<file path="src/rtl/lcd_bus_responder_if.sv">
// 8080-style LCD write bus plus the framebuffer pixel port of the responder.
// The master drives the panel bus; the slave is the panel-side responder.
interface lcd_bus_responder_if;
    logic        lcd_cs;
    logic        lcd_rs;
    logic        lcd_wr;
    logic        lcd_rd;
    logic [15:0] lcd_data;
    logic        pix_we;
    logic [7:0]  pix_x;
    logic [8:0]  pix_y;
    logic [15:0] pix_data;
    logic        window_done;
    logic        param_err;

    modport master (
        output lcd_cs, lcd_rs, lcd_wr, lcd_rd, lcd_data,
        input  pix_we, pix_x, pix_y, pix_data, window_done, param_err
    );

    modport slave (
        input  lcd_cs, lcd_rs, lcd_wr, lcd_rd, lcd_data,
        output pix_we, pix_x, pix_y, pix_data, window_done, param_err
    );
endinterface

</file>
<file path="src/rtl/lcd_bus_responder.sv">
// Panel-side responder for the 8080 LCD write bus: synchronises the bus, decodes
// CASET/PASET/RAMWR and emits one framebuffer write per RAMWR data word.
module lcd_bus_responder #(
    parameter int X_MAX = 239,
    parameter int Y_MAX = 319
) (
    input logic                clk,
    input logic                rst,
    lcd_bus_responder_if.slave bus
);
    typedef enum logic [1:0] {IDLE, CASET, PASET, RAMWR} state_t;

    localparam logic [15:0] X_LIM = 16'(X_MAX);
    localparam logic [15:0] Y_LIM = 16'(Y_MAX);

    // Synchroniser stages: bit 0 is the first flop, bit 1 the synchronised value,
    // and wr keeps one more stage so its rising edge can be detected.
    logic [2:0]  wr_sync_q, wr_sync_d;
    logic [1:0]  cs_sync_q, cs_sync_d;
    logic [1:0]  rs_sync_q, rs_sync_d;
    logic [15:0] data_s1_q, data_s1_d;
    logic [15:0] data_s2_q, data_s2_d;

    logic        evt_q, evt_d;
    logic        evt_rs_q, evt_rs_d;
    logic [15:0] evt_data_q, evt_data_d;

    state_t      state_q, state_d;
    logic [1:0]  pc_q, pc_d;
    logic [31:0] prm_q, prm_d;
    logic [7:0]  xs_q, xs_d, xe_q, xe_d;
    logic [8:0]  ys_q, ys_d, ye_q, ye_d;
    logic [7:0]  cx_q, cx_d;
    logic [8:0]  cy_q, cy_d;

    logic        pix_we_q, pix_we_d;
    logic [7:0]  pix_x_q, pix_x_d;
    logic [8:0]  pix_y_q, pix_y_d;
    logic [15:0] pix_data_q, pix_data_d;
    logic        window_done_q, window_done_d;
    logic        param_err_q, param_err_d;

    logic [15:0] s_w, e_w, lim_w, e_cl_w;
    logic        rd_unused;

    // Reads are not supported; the strobe is deliberately left undecoded.
    assign rd_unused = bus.lcd_rd;

    function automatic logic window_bad(input logic [15:0] s, input logic [15:0] e,
                                        input logic [15:0] lim);
        return (s > e) || (s > lim);
    endfunction

    function automatic logic [15:0] clamp_end(input logic [15:0] e, input logic [15:0] lim);
        return (e > lim) ? lim : e;
    endfunction

    always_comb begin
        wr_sync_d  = {wr_sync_q[1:0], bus.lcd_wr};
        cs_sync_d  = {cs_sync_q[0], bus.lcd_cs};
        rs_sync_d  = {rs_sync_q[0], bus.lcd_rs};
        data_s1_d  = bus.lcd_data;
        data_s2_d  = data_s1_q;
        evt_d      = wr_sync_q[1] & ~wr_sync_q[2] & ~cs_sync_q[1];
        evt_rs_d   = rs_sync_q[1];
        evt_data_d = data_s2_q;
    end

    always_comb begin
        state_d       = state_q;
        pc_d          = pc_q;
        prm_d         = prm_q;
        xs_d          = xs_q;
        xe_d          = xe_q;
        ys_d          = ys_q;
        ye_d          = ye_q;
        cx_d          = cx_q;
        cy_d          = cy_q;
        pix_we_d      = 1'b0;
        pix_x_d       = pix_x_q;
        pix_y_d       = pix_y_q;
        pix_data_d    = pix_data_q;
        window_done_d = 1'b0;
        param_err_d   = param_err_q;
        s_w           = '0;
        e_w           = '0;
        lim_w         = '0;
        e_cl_w        = '0;

        if (evt_q) begin
            if (!evt_rs_q) begin
                // Any command restarts parameter collection, discarding partial bytes.
                pc_d = 2'd0;
                case (evt_data_q[7:0])
                    8'h2A: state_d = CASET;
                    8'h2B: state_d = PASET;
                    8'h2C: begin
                        state_d = RAMWR;
                        cx_d    = xs_q;
                        cy_d    = ys_q;
                    end
                    default: state_d = IDLE;
                endcase
            end else begin
                case (state_q)
                    CASET, PASET: begin
                        prm_d = {prm_q[23:0], evt_data_q[7:0]};
                        pc_d  = pc_q + 2'd1;
                        if (pc_q == 2'd3) begin
                            state_d = IDLE;
                            s_w     = prm_d[31:16];
                            e_w     = prm_d[15:0];
                            lim_w   = (state_q == CASET) ? X_LIM : Y_LIM;
                            e_cl_w  = clamp_end(e_w, lim_w);
                            if (window_bad(s_w, e_w, lim_w)) begin
                                param_err_d = 1'b1;
                            end else if (state_q == CASET) begin
                                xs_d = s_w[7:0];
                                xe_d = e_cl_w[7:0];
                            end else begin
                                ys_d = s_w[8:0];
                                ye_d = e_cl_w[8:0];
                            end
                        end
                    end
                    RAMWR: begin
                        pix_we_d   = 1'b1;
                        pix_x_d    = cx_q;
                        pix_y_d    = cy_q;
                        pix_data_d = evt_data_q;
                        // Raster order inside the window, wrapping back to its origin.
                        if (cx_q != xe_q) begin
                            cx_d = cx_q + 8'd1;
                        end else begin
                            cx_d = xs_q;
                            if (cy_q != ye_q) begin
                                cy_d = cy_q + 9'd1;
                            end else begin
                                cy_d          = ys_q;
                                window_done_d = 1'b1;
                            end
                        end
                    end
                    default: ;
                endcase
            end
        end
    end

    always_ff @(posedge clk or posedge rst) begin
        if (rst) begin
            wr_sync_q     <= 3'b111;
            cs_sync_q     <= 2'b11;
            evt_q         <= 1'b0;
            state_q       <= IDLE;
            pc_q          <= 2'd0;
            xs_q          <= 8'd0;
            xe_q          <= X_LIM[7:0];
            ys_q          <= 9'd0;
            ye_q          <= Y_LIM[8:0];
            cx_q          <= 8'd0;
            cy_q          <= 9'd0;
            pix_we_q      <= 1'b0;
            pix_x_q       <= 8'd0;
            pix_y_q       <= 9'd0;
            pix_data_q    <= 16'd0;
            window_done_q <= 1'b0;
            param_err_q   <= 1'b0;
        end else begin
            wr_sync_q     <= wr_sync_d;
            cs_sync_q     <= cs_sync_d;
            evt_q         <= evt_d;
            state_q       <= state_d;
            pc_q          <= pc_d;
            xs_q          <= xs_d;
            xe_q          <= xe_d;
            ys_q          <= ys_d;
            ye_q          <= ye_d;
            cx_q          <= cx_d;
            cy_q          <= cy_d;
            pix_we_q      <= pix_we_d;
            pix_x_q       <= pix_x_d;
            pix_y_q       <= pix_y_d;
            pix_data_q    <= pix_data_d;
            window_done_q <= window_done_d;
            param_err_q   <= param_err_d;
        end
    end

    // Data-only stages: their contents are qualified by evt_q / pc_q.
    always_ff @(posedge clk) begin
        rs_sync_q  <= rs_sync_d;
        data_s1_q  <= data_s1_d;
        data_s2_q  <= data_s2_d;
        evt_rs_q   <= evt_rs_d;
        evt_data_q <= evt_data_d;
        prm_q      <= prm_d;
    end

    assign bus.pix_we      = pix_we_q;
    assign bus.pix_x       = pix_x_q;
    assign bus.pix_y       = pix_y_q;
    assign bus.pix_data    = pix_data_q;
    assign bus.window_done = window_done_q;
    assign bus.param_err   = param_err_q;
endmodule

</file>
<file path="src/flat_wrapper.sv">
// flat-port wrapper written by rule: the top's interface ports become plain ports
module lcd_bus_responder_flat 
#(
    parameter int X_MAX = 239,
    parameter int Y_MAX = 319
)
  (clk, rst, bus_lcd_cs, bus_lcd_rs, bus_lcd_wr, bus_lcd_rd, bus_lcd_data, bus_pix_we, bus_pix_x, bus_pix_y, bus_pix_data, bus_window_done, bus_param_err);
  lcd_bus_responder_if bus_i ();
  input logic clk;
  input logic rst;
  input wire logic [$bits(bus_i.lcd_cs)-1:0] bus_lcd_cs;
  input wire logic [$bits(bus_i.lcd_rs)-1:0] bus_lcd_rs;
  input wire logic [$bits(bus_i.lcd_wr)-1:0] bus_lcd_wr;
  input wire logic [$bits(bus_i.lcd_rd)-1:0] bus_lcd_rd;
  input wire logic [$bits(bus_i.lcd_data)-1:0] bus_lcd_data;
  output wire logic [$bits(bus_i.pix_we)-1:0] bus_pix_we;
  output wire logic [$bits(bus_i.pix_x)-1:0] bus_pix_x;
  output wire logic [$bits(bus_i.pix_y)-1:0] bus_pix_y;
  output wire logic [$bits(bus_i.pix_data)-1:0] bus_pix_data;
  output wire logic [$bits(bus_i.window_done)-1:0] bus_window_done;
  output wire logic [$bits(bus_i.param_err)-1:0] bus_param_err;
  assign bus_i.lcd_cs = bus_lcd_cs;
  assign bus_i.lcd_rs = bus_lcd_rs;
  assign bus_i.lcd_wr = bus_lcd_wr;
  assign bus_i.lcd_rd = bus_lcd_rd;
  assign bus_i.lcd_data = bus_lcd_data;
  assign bus_pix_we = bus_i.pix_we;
  assign bus_pix_x = bus_i.pix_x;
  assign bus_pix_y = bus_i.pix_y;
  assign bus_pix_data = bus_i.pix_data;
  assign bus_window_done = bus_i.window_done;
  assign bus_param_err = bus_i.param_err;
  lcd_bus_responder #(.X_MAX(X_MAX), .Y_MAX(Y_MAX)) u_core (.clk(clk), .rst(rst), .bus(bus_i));
endmodule
</file>
<file path="config.mk">
export PLATFORM = sky130hd
export DESIGN_NAME = lcd_bus_responder_flat
export DESIGN_NICKNAME = d
export VERILOG_FILES = /design/src/rtl/lcd_bus_responder_if.sv /design/src/rtl/lcd_bus_responder.sv /design/src/flat_wrapper.sv
export SDC_FILE = /design/constraint.sdc
export NUM_CORES = 1
export LEC_CHECK = 0
export CORE_AREA = 3 3 113 115
export DETAILED_ROUTE_END_ITERATION = 16
export DIE_AREA = 0 0 116 118
export GPL_TIMING_DRIVEN = 0
export MAX_ROUTING_LAYER = met4
export PLACE_DENSITY = 0.78
export SKIP_LAST_GASP = 1
export SLEW_MARGIN = 20
export SYNTH_ARGS = -nofsm -noshare
export SYNTH_HDL_FRONTEND = slang
export SYNTH_SLANG_ARGS = --single-unit
</file>
<file path="constraint.sdc">
create_clock -name clk -period 4.59 [get_ports clk]
set_clock_uncertainty 0.05 [all_clocks]
set_input_delay 1.1475 -clock clk [delete_from_list [all_inputs] [get_ports clk]]
set_output_delay 1.1475 -clock clk [all_outputs]
set_load 0.02 [all_outputs]
</file>
==> results of run 1 <==
[flip-flops by register name, summed over array words and instances, names as in the netlist, 3 cells and up]
| signal | count |
|---|---|
| u_core.bus.pix_data | 16 |
| u_core.bus.pix_x | 8 |
| u_core.bus.pix_y | 9 |
| u_core.cx_q | 8 |
| u_core.cy_q | 9 |
| u_core.data_s1_q | 16 |
| u_core.data_s2_q | 16 |
| u_core.evt_data_q | 16 |
| u_core.prm_q | 24 |
| u_core.wr_sync_q | 3 |
| u_core.xe_q | 8 |
| u_core.xs_q | 8 |
| u_core.ye_q | 9 |
| u_core.ys_q | 9 |
[metrics by stage]
step | setup WS, ns | hold WS (ns) | instance area, um^2 | TNS (ns)
after floorplan | 0.890 | 0.260 | 6760 | 0
after global placement | -0.445 | 0.260 | 7510 | -34.06
after detailed placement | 0.757 | 0.262 | 7540 | 0
after CTS | 0.749 | 0.272 | 8140 | 0
after global routing | 1.04 | 0.281 | 8140 | 0
final | 1.28 | 0.272 | 8140 | 0
[cell type report]
cell class | count | area [um^2] | area share [%]
inverter | 32 | 125 | 1.54
multi-input combinational | 301 | 2370 | 29.1
tap | 147 | 184 | 2.26
timing repair buffer | 57 | 588 | 7.22
buffer | 15 | 81.3 | 0.999
sequential | 172 | 4190 | 51.5
clock buffer | 17 | 425 | 5.22
clock inverter | 15 | 178 | 2.18
[metal layers]
metal	up-vias	global-route usage (%)	routed length [um]
li1	2006	-	-
met1	2126	28.2	6020
met2	152	34.3	6760
met3	29	5.09	703
met4	0	7.98	316
met5	-	-	0
[cells in the final DEF (no fill, tap or decap), types with 13 or more instances in the layout]
master            n
inv_1            30
o21ai_0          24
nand2_1          36
mux2_2           47
clkdlybuf4s50_1  56
dfxtp_1          51
xnor2_1          13
a21oi_1          24
ha_1             25
dfrtp_1          78
clkbuf_16        17
edfxtp_1         24
dfstp_2          19
[worst paths after layout]
path,from,end,slack (ns),cells after the start
max in group asynchronous,rst,u_core.xe_q[2],2.83,3
worst min register to register,u_core.data_s2_q[5],u_core.evt_data_q[5],0.27,0
worst max register to register,u_core.state_q[0],u_core.ys_q[3],1.28,7
worst max-delay path,u_core.state_q[0],u_core.ys_q[3],1.28,7
min in group asynchronous,rst,u_core.bus.window_done,1.00,2
worst min-delay path,u_core.data_s2_q[5],u_core.evt_data_q[5],0.27,0
[cells by family (layout without fill, tap and decap cells)]
kind of cell | Yosys count | in the layout
fa+ha+maj | 25 | 25
mux | 64 | 64
compound gates | 84 | 84
simple gates | 105 | 105
xor+xnor | 23 | 23
buf+inv | 47 | 136
flops | 172 | 172
[power by group through the flow]
stage / Sequential, mW / Clock (mW) / Combinational (mW)
after floorplan: 1.61 / 0 / 0.0434
after global placement: 1.61 / 0 / 0.0704
after detailed placement: 1.62 / 0 / 0.0785
after CTS: 1.59 / 1.47 / 0.0792
after global routing: 1.59 / 1.53 / 0.0879
final: 1.59 / 1.45 / 0.0785
==> impl.org, run 1 <==
** Yosys
- Number of standard cells after synthesis :: 520
- Post-synthesis instance area :: 6760 um^2
- Average footprint of a synthesized cell :: 13.0 um^2
- Of the total synthesized cell area, the portion taken by XOR and XNOR cells is 2.98%.
- Top post-synthesis cells by count :: dfrtp_1 (78), dfxtp_1 (51), mux2_2 (47), nand2_1 (36), inv_1 (31)
- Main combinational cell family by area after synthesis :: multiplexers
- Post-Synth Simple-Gate Area :: 8.83%
- dfrtp_1 is the most common cell in the netlist.
- Number of different library cells in the post-synthesis netlist :: 58
- Synth top area cells :: dfrtp_1 (29%), dfxtp_1 (15%), edfxtp_1 (11%), mux2_2 (7.8%), dfstp_2 (7.4%)
- Post-synthesis compound-gate area fraction :: 7.72%
- Summing the areas of all fa, ha and maj instances in the mapped netlist gives 4.63% of the synthesized area.
- Sequential elements use 62.0% of the synthesized area.
- When the netlist entered floorplanning its net count stood at 567.
- Number of register bits inferred by synthesis :: 172
- Multiplexer area fraction after synthesis :: 10.9%
- Main flop type after synthesis :: dfrtp_1
- Number of flops mapped to enable cells by yosys :: 24
- Total of warnings raised by yosys :: 0
- Proportion of register bits with asynchronous set or reset after synthesis :: 56.4%
- The biggest area contributor in the post-synthesis netlist is dfrtp_1.
- After synthesis, the largest area contributor takes up 28.9% of total cell area.

** Power
- The analysis attributes to net switching a power of 0.683 mW.
- Maximum vdd ir drop :: 525 uV
- Leakage dissipation :: 3.60 nW
- Fraction of power consumed by sequential logic :: 51.0%
- Cell internal power was estimated by the tool at 2.43 mW.
- The design draws 3.11 mW.
- Clock network fraction of total power :: 46.5%
- Net switching is 22.0% of the power.
- For this design the ratio of total power to cell area is 382 nW/um^2.
- Part of the total power dissipated in combinational logic :: 2.5%

** Timing
- Timing would allow up to 302 MHz.
- Final critical delay including setup and external delays :: 3.31 ns
- Setup repair after global routing left no endpoint under its margin.
- Hold Vio Cnt, Final :: 0
- The final critical path takes up 72.2% of the cycle.
- Total of endpoints with negative setup slack in the final report :: 0
- At the pin with the least slew margin, the transition time is 0.783 ns.
- The worst pin sits at a relative slew slack of 47.4%.
- Final Max Tran Viols :: 0

** Clocking
- CTS buffer count :: 17
- Insertion delay to the later sink of the worst-skew pair :: 0.42 ns
- Register clock-pin slew on the reported worst setup and hold paths :: 0.07 ns
- The H-tree was split into 4 levels.
- The number of hold buffers added after CTS was 0.
- Maximum buffer depth of the clock tree :: 2
- Post-CTS Setup Repair Bufs :: 0
- The root buffer cell chosen for the clock tree is clkbuf_16.
- TritonCTS built the clock tree.
- The number of gates resized after CTS was 0.
- Clock tree synthesis found a total of 172 sinks.

** Setup path
- Data on the critical path arrives at its endpoint at 3.57 ns.
- CP Launch Type :: flop
- Crit path buf inv count :: 1
- On the worst path, the slowest cell contributes a delay of 0.72 ns.
- Critical-path maximum fanout :: 25
- Critical-path cell with the highest stage delay :: nor4_4
- Crit end category :: flop
- Critical path cell sequence :: ha_1 > nor2b_1 > and2_2 > nand2_1 > nor4_4 > buf_8 > mux2_4
- Required @ worst endpoint :: 4.85 ns
- Among cell families on the critical path, the largest total delay comes from simple AND/OR/NAND/NOR gates.
- The critical path is of the flop to flop type.

** Floorplanning
- Die boundary height :: 118 um
- 58 I/O pins were placed.
- Initial Utilization :: 56.8%
- Chip width :: 116 um
- Core footprint :: 11900 um^2
- Die area :: 13700 um^2
- Number of placement rows :: 40

** Cells and area
- The area growth from synthesis to layout is 20.4%.
- Inserted Diodes :: 0
- Number of fillers in the final layout :: 864
- The net count of the finished layout is 643.
- Final design utilization :: 68.4%
- Count of non-filler cells in the finished layout :: 756
- Share of post-route cells with drive strength above 1 :: 19.9%

** Global route
- The first global-routing pass estimated 22500 um of wire.
- Global Route Usage Sum :: 22.0%
- The number of global-route vias before repair came to 4395.
- Entering global routing, the biggest net connects 74 pins.
- The number of antenna violations at the first check in global routing came to 0.
- For this run the aggregate overflow at the end of global routing stands at 0.

** Detailed routing
- Via count of the routed design :: 4313
- Post-Route WL :: 13800 um
- Detailed-routing iteration count for the pre-antenna-repair pass :: 5
- Dividing the detail-routed wire length by the instance count gives 18.2 um.
- In the routed layout, each cell is associated on average with a via count of 5.71.
- The count of nets left with antenna violations once routing finished came out at 0.
- Number of remaining DRC errors :: 0
- First-iteration detailed-routing DRC count :: 436

** Placed design
- Number of placed instances with taps included :: 724
- After legalization and detailed placement, the total HPWL measured 9720 um.
- Weighted congestion at the end of routability-driven global placement :: 0.876
- Count of buffers inserted at the top-level ports :: 56

** Min path
- The min-delay analysis places its worst path in the category flop to flop.

** Run
- Max-cap violations in this run came to 0.

** Run status
- The run finished with clean final reports.
(Power assumes the default switching activity.)
==> run 2, diff against run 1 <==
CORE_AREA = 3 3 119 121   (was 3 3 113 115)
DIE_AREA = 0 0 122 124   (was 0 0 116 118)
PLACE_DENSITY = 0.74   (was 0.78)
clock period = 2.85 ns   (was 4.59 ns; I/O delays follow)
==> run 2 against run 1 <==
Clock power rose by 50%. Global-route usage fell by 1.2 points. Total power rose by 56%. Highest routed layer unchanged. Worst hold slack got worse by 0.0047 ns. Fmax rose by 20%. Sequential power rose by 61%. Design area rose by 2.9%. Critical path depth rose by 4. Utilization fell by 4.8 points.
==> impl.org, run 2 (same netlist as run 1, synthesis figures left out) <==
** Placed design
- Weighted congestion at the end of routability-driven global placement :: 0.918
- Prior to clock tree synthesis, the placed netlist has a worst setup slack of -0.501 ns.
- Count of buffers inserted at the top-level ports :: 56
- Once detailed placement completed, the half-perimeter wirelength came to 9690 um.

** Setup path
- On the worst path, the slowest cell contributes a delay of 0.42 ns.
- For the worst setup path, the data required time is 3.11 ns.
- The worst setup path is of the flop to flop kind.
- Of all nets on the critical path, the largest fanout is 7.
- CP Launch Type :: flop
- The worst setup path is captured at a flop.
- Counting both buffers and inverters, the worst setup path holds a total of 4.
- Most frequent cell on the critical path :: buf_6
- Data arrival time at the worst-slack endpoint :: 3.02 ns
- Walking the worst path, the cells encountered are ha_2 > buf_6 > inv_2 > ha_4 > a31o_2 > a211oi_2 > o21ai_2 > nor4_4 > buf_6 > buf_12 > mux2_2.
- Crit path max-delay family :: compound AO/OA/AOI/OAI gates
- Critical-path cell with the highest stage delay :: dfrtp_1

** Clocking
- The clock tree synthesis step divided the H-tree into 4 levels.
- Clock tree synthesis selected as its root buffer the cell clkbuf_16.
- The clock passes through at most 2 buffers.
- Clock sink count :: 172
- After clock tree synthesis, the clock-pin slew on the worst setup and hold paths is 0.07 ns.
- For this design, the CTS-stage hold fixing added 0 buffers.
- Insertion delay to the later sink of the worst-skew pair :: 0.43 ns
- CTS tree :: done
- CTS buffer count :: 17

** Detailed routing
- After detailed routing, the number of remaining DRC violations is 0.
- After detailed routing, the average wire length per cell comes to 17.8 um.
- Summing over every cut layer, the via total after detailed routing is 4333.
- After detailed routing, the number of vias per cell comes to 5.38.
- Detailed-routing iteration count for the pre-antenna-repair pass :: 5
- Post-Route WL :: 14400 um
- The count of nets left with antenna violations once routing finished came out at 0.
- The detailed router finished its first iteration with 363 violations.

** Cells and area
- The multi-input combinational cells in the finished layout cover a total of 2410 um^2.
- Synth-to-Final Area Change :: 23.9%
- Cells fill 63.5% of the core in the end.
- Counting the fill cells in the layout gives 999.
- Of the cells placed in the final design, the portion with a size suffix greater than 1 is 24.1%.
- The register with the most flip-flops in the final layout is u_core.prm_q.
- Sequential Area :: 4200 um^2
- The repair_antennas step left the layout with diodes totalling 0.
- At the end of the flow, the number of nets in the layout was 664.
- Leaving out fill and tap cells, the most frequent cell in the layout is dfrtp_1.
- The register with the most flip-flops in the layout has 24 of them.
- In the layout the commonest cells are dfrtp_1 (78), clkdlybuf4s50_1 (56), dfxtp_1 (49).

** Power
- NetSw :: 1.06 mW
- Fraction of power consumed by sequential logic :: 52.6%
- Power Dens Cells :: 579 nW/um^2
- The internal portion of the total power is 3.79 mW.
- Summing internal, switching and leakage power gives 4.86 mW.
- IR analysis of the VDD net gives a maximum drop of 415 uV.
- Switching power as a share of total power :: 21.9%
- Clock network fraction of total power :: 44.6%
- Part of the total power dissipated in combinational logic :: 2.7%
- Leakage dissipation :: 3.71 nW

** Min path
- Class of the tightest hold or removal check :: flop to flop

** Timing
- Maximum frequency from static timing analysis :: 362 MHz
- Once routing completed, OpenROAD measured the worst setup slack at 0.0911 ns.
- The number of max-slew violations in the final report is 0.
- Worst Tran Pin Value :: 0.632 ns
- Worst max-slew margin expressed relative to the limit :: 57.7%
- Hold Vio Cnt, Final :: 0
- Final critical delay including setup and external delays :: 2.76 ns
- Share of the clock period used by the worst path :: 96.8%
- Setup repair after global routing left no endpoint under its margin.
- Total of endpoints with negative setup slack in the final report :: 0
- Sum of negative setup slack :: 0 ns

** Floorplanning
- The total area inside the core boundary comes to 13200 um^2.
- The die is 122 um wide.
- Initial Utilization :: 51.3%
- Die area :: 15100 um^2
- Row generation in the floorplan step produced 42 rows.
- In this run the count of I/O pins placed on the die edge is 58.
- In this run the vertical extent of the chip is 124 um.

** Global route
- The number of antenna violations at the first check in global routing is 0.
- The total overflow left after global routing is 0.
- Vias in the first global route :: 4482
- First-pass GRT wire length :: 23000 um
- Entering global routing, the biggest net connects 36 pins.
- Global routing consumed, over all layers together, 20.8% of the routing resources.

** Run
- Maximum Capacitance Violations :: 0

** Run status
- The run finished with clean final reports.
[run 2: final timing paths]
| path | startpoint | slack (ns) | depth (start not counted) | to |
|---|---|---|---|---|
| worst max-delay path | u_core.state_q[0] | 0.09 | 11 | u_core.ys_q[7] |
| worst min-delay path | u_core.data_s2_q[2] | 0.27 | 0 | u_core.evt_data_q[2] |
| worst max register to register | u_core.state_q[0] | 0.09 | 11 | u_core.ys_q[7] |
| worst min register to register | u_core.data_s2_q[2] | 0.27 | 0 | u_core.evt_data_q[2] |
| max in group asynchronous | rst | 1.38 | 5 | u_core.wr_sync_q[2] |
| min in group asynchronous | rst | 0.62 | 3 | u_core.bus.pix_x[5] |
[run 2: worst reg2reg max path: stages (launching register included)]
cell,delay (ns)
dfrtp_1,0.42
ha_2,0.20
buf_6,0.11
inv_2,0.10
ha_4,0.21
a31o_2,0.24
a211oi_2,0.22
o21ai_2,0.14
nor4_4,0.29
buf_6,0.19
buf_12,0.14
mux2_2,0.34
[run 2: timing repair]
item / in CTS / in global routing
endpoints found under the setup margin: 34 / 33
cloned: 0 / 2
pin swaps: 4 / 3
gates resized for setup: 2 / 9
setup buffers: 7 / 10
[run 2: area by class of cell]
| type | instances | area share (%) |
|---|---|---|
| tap | 176 | 2.63 |
| buffer | 15 | 1.07 |
| inverter | 32 | 1.48 |
| clock buffer | 21 | 5.63 |
| sequential | 172 | 50.1 |
| timing repair buffer | 77 | 9.42 |
| clock inverter | 11 | 0.941 |
| multi-input combinational | 302 | 28.8 |
[run 2: layer usage]
layer / GRT usage [%] / wire [um] / up-vias
met5: - / 0 / -
met1: 25.8 / 6460 / 2141
met3: 5.50 / 645 / 27
li1: - / - / 2047
met4: 9.38 / 298 / 0
met2: 32.2 / 6950 / 118
[run 2: through the flow]
| stage | hold slack (ns) | cell area (um^2) | std cells |
|---|---|---|---|
| 2_1_floorplan | 0.260 | 6780 | 520 |
| 3_3_place_gp | 0.260 | 7560 | 752 |
| 3_5_place_dp | 0.262 | 7620 | 755 |
| 4_1_cts | 0.272 | 8240 | 794 |
| 5_1_grt | 0.280 | 8380 | 806 |
| 6_report | 0.267 | 8380 | 806 |
[run 2: power by group through the flow]
stage	sequential, mW	clock (mW)	combinational (mW)
finish	2.56	2.17	0.133
floorplan	2.59	0	0.0705
detailed placement	2.60	0	0.132
global route	2.56	2.33	0.150
global placement	2.60	0	0.116
CTS	2.55	2.21	0.134
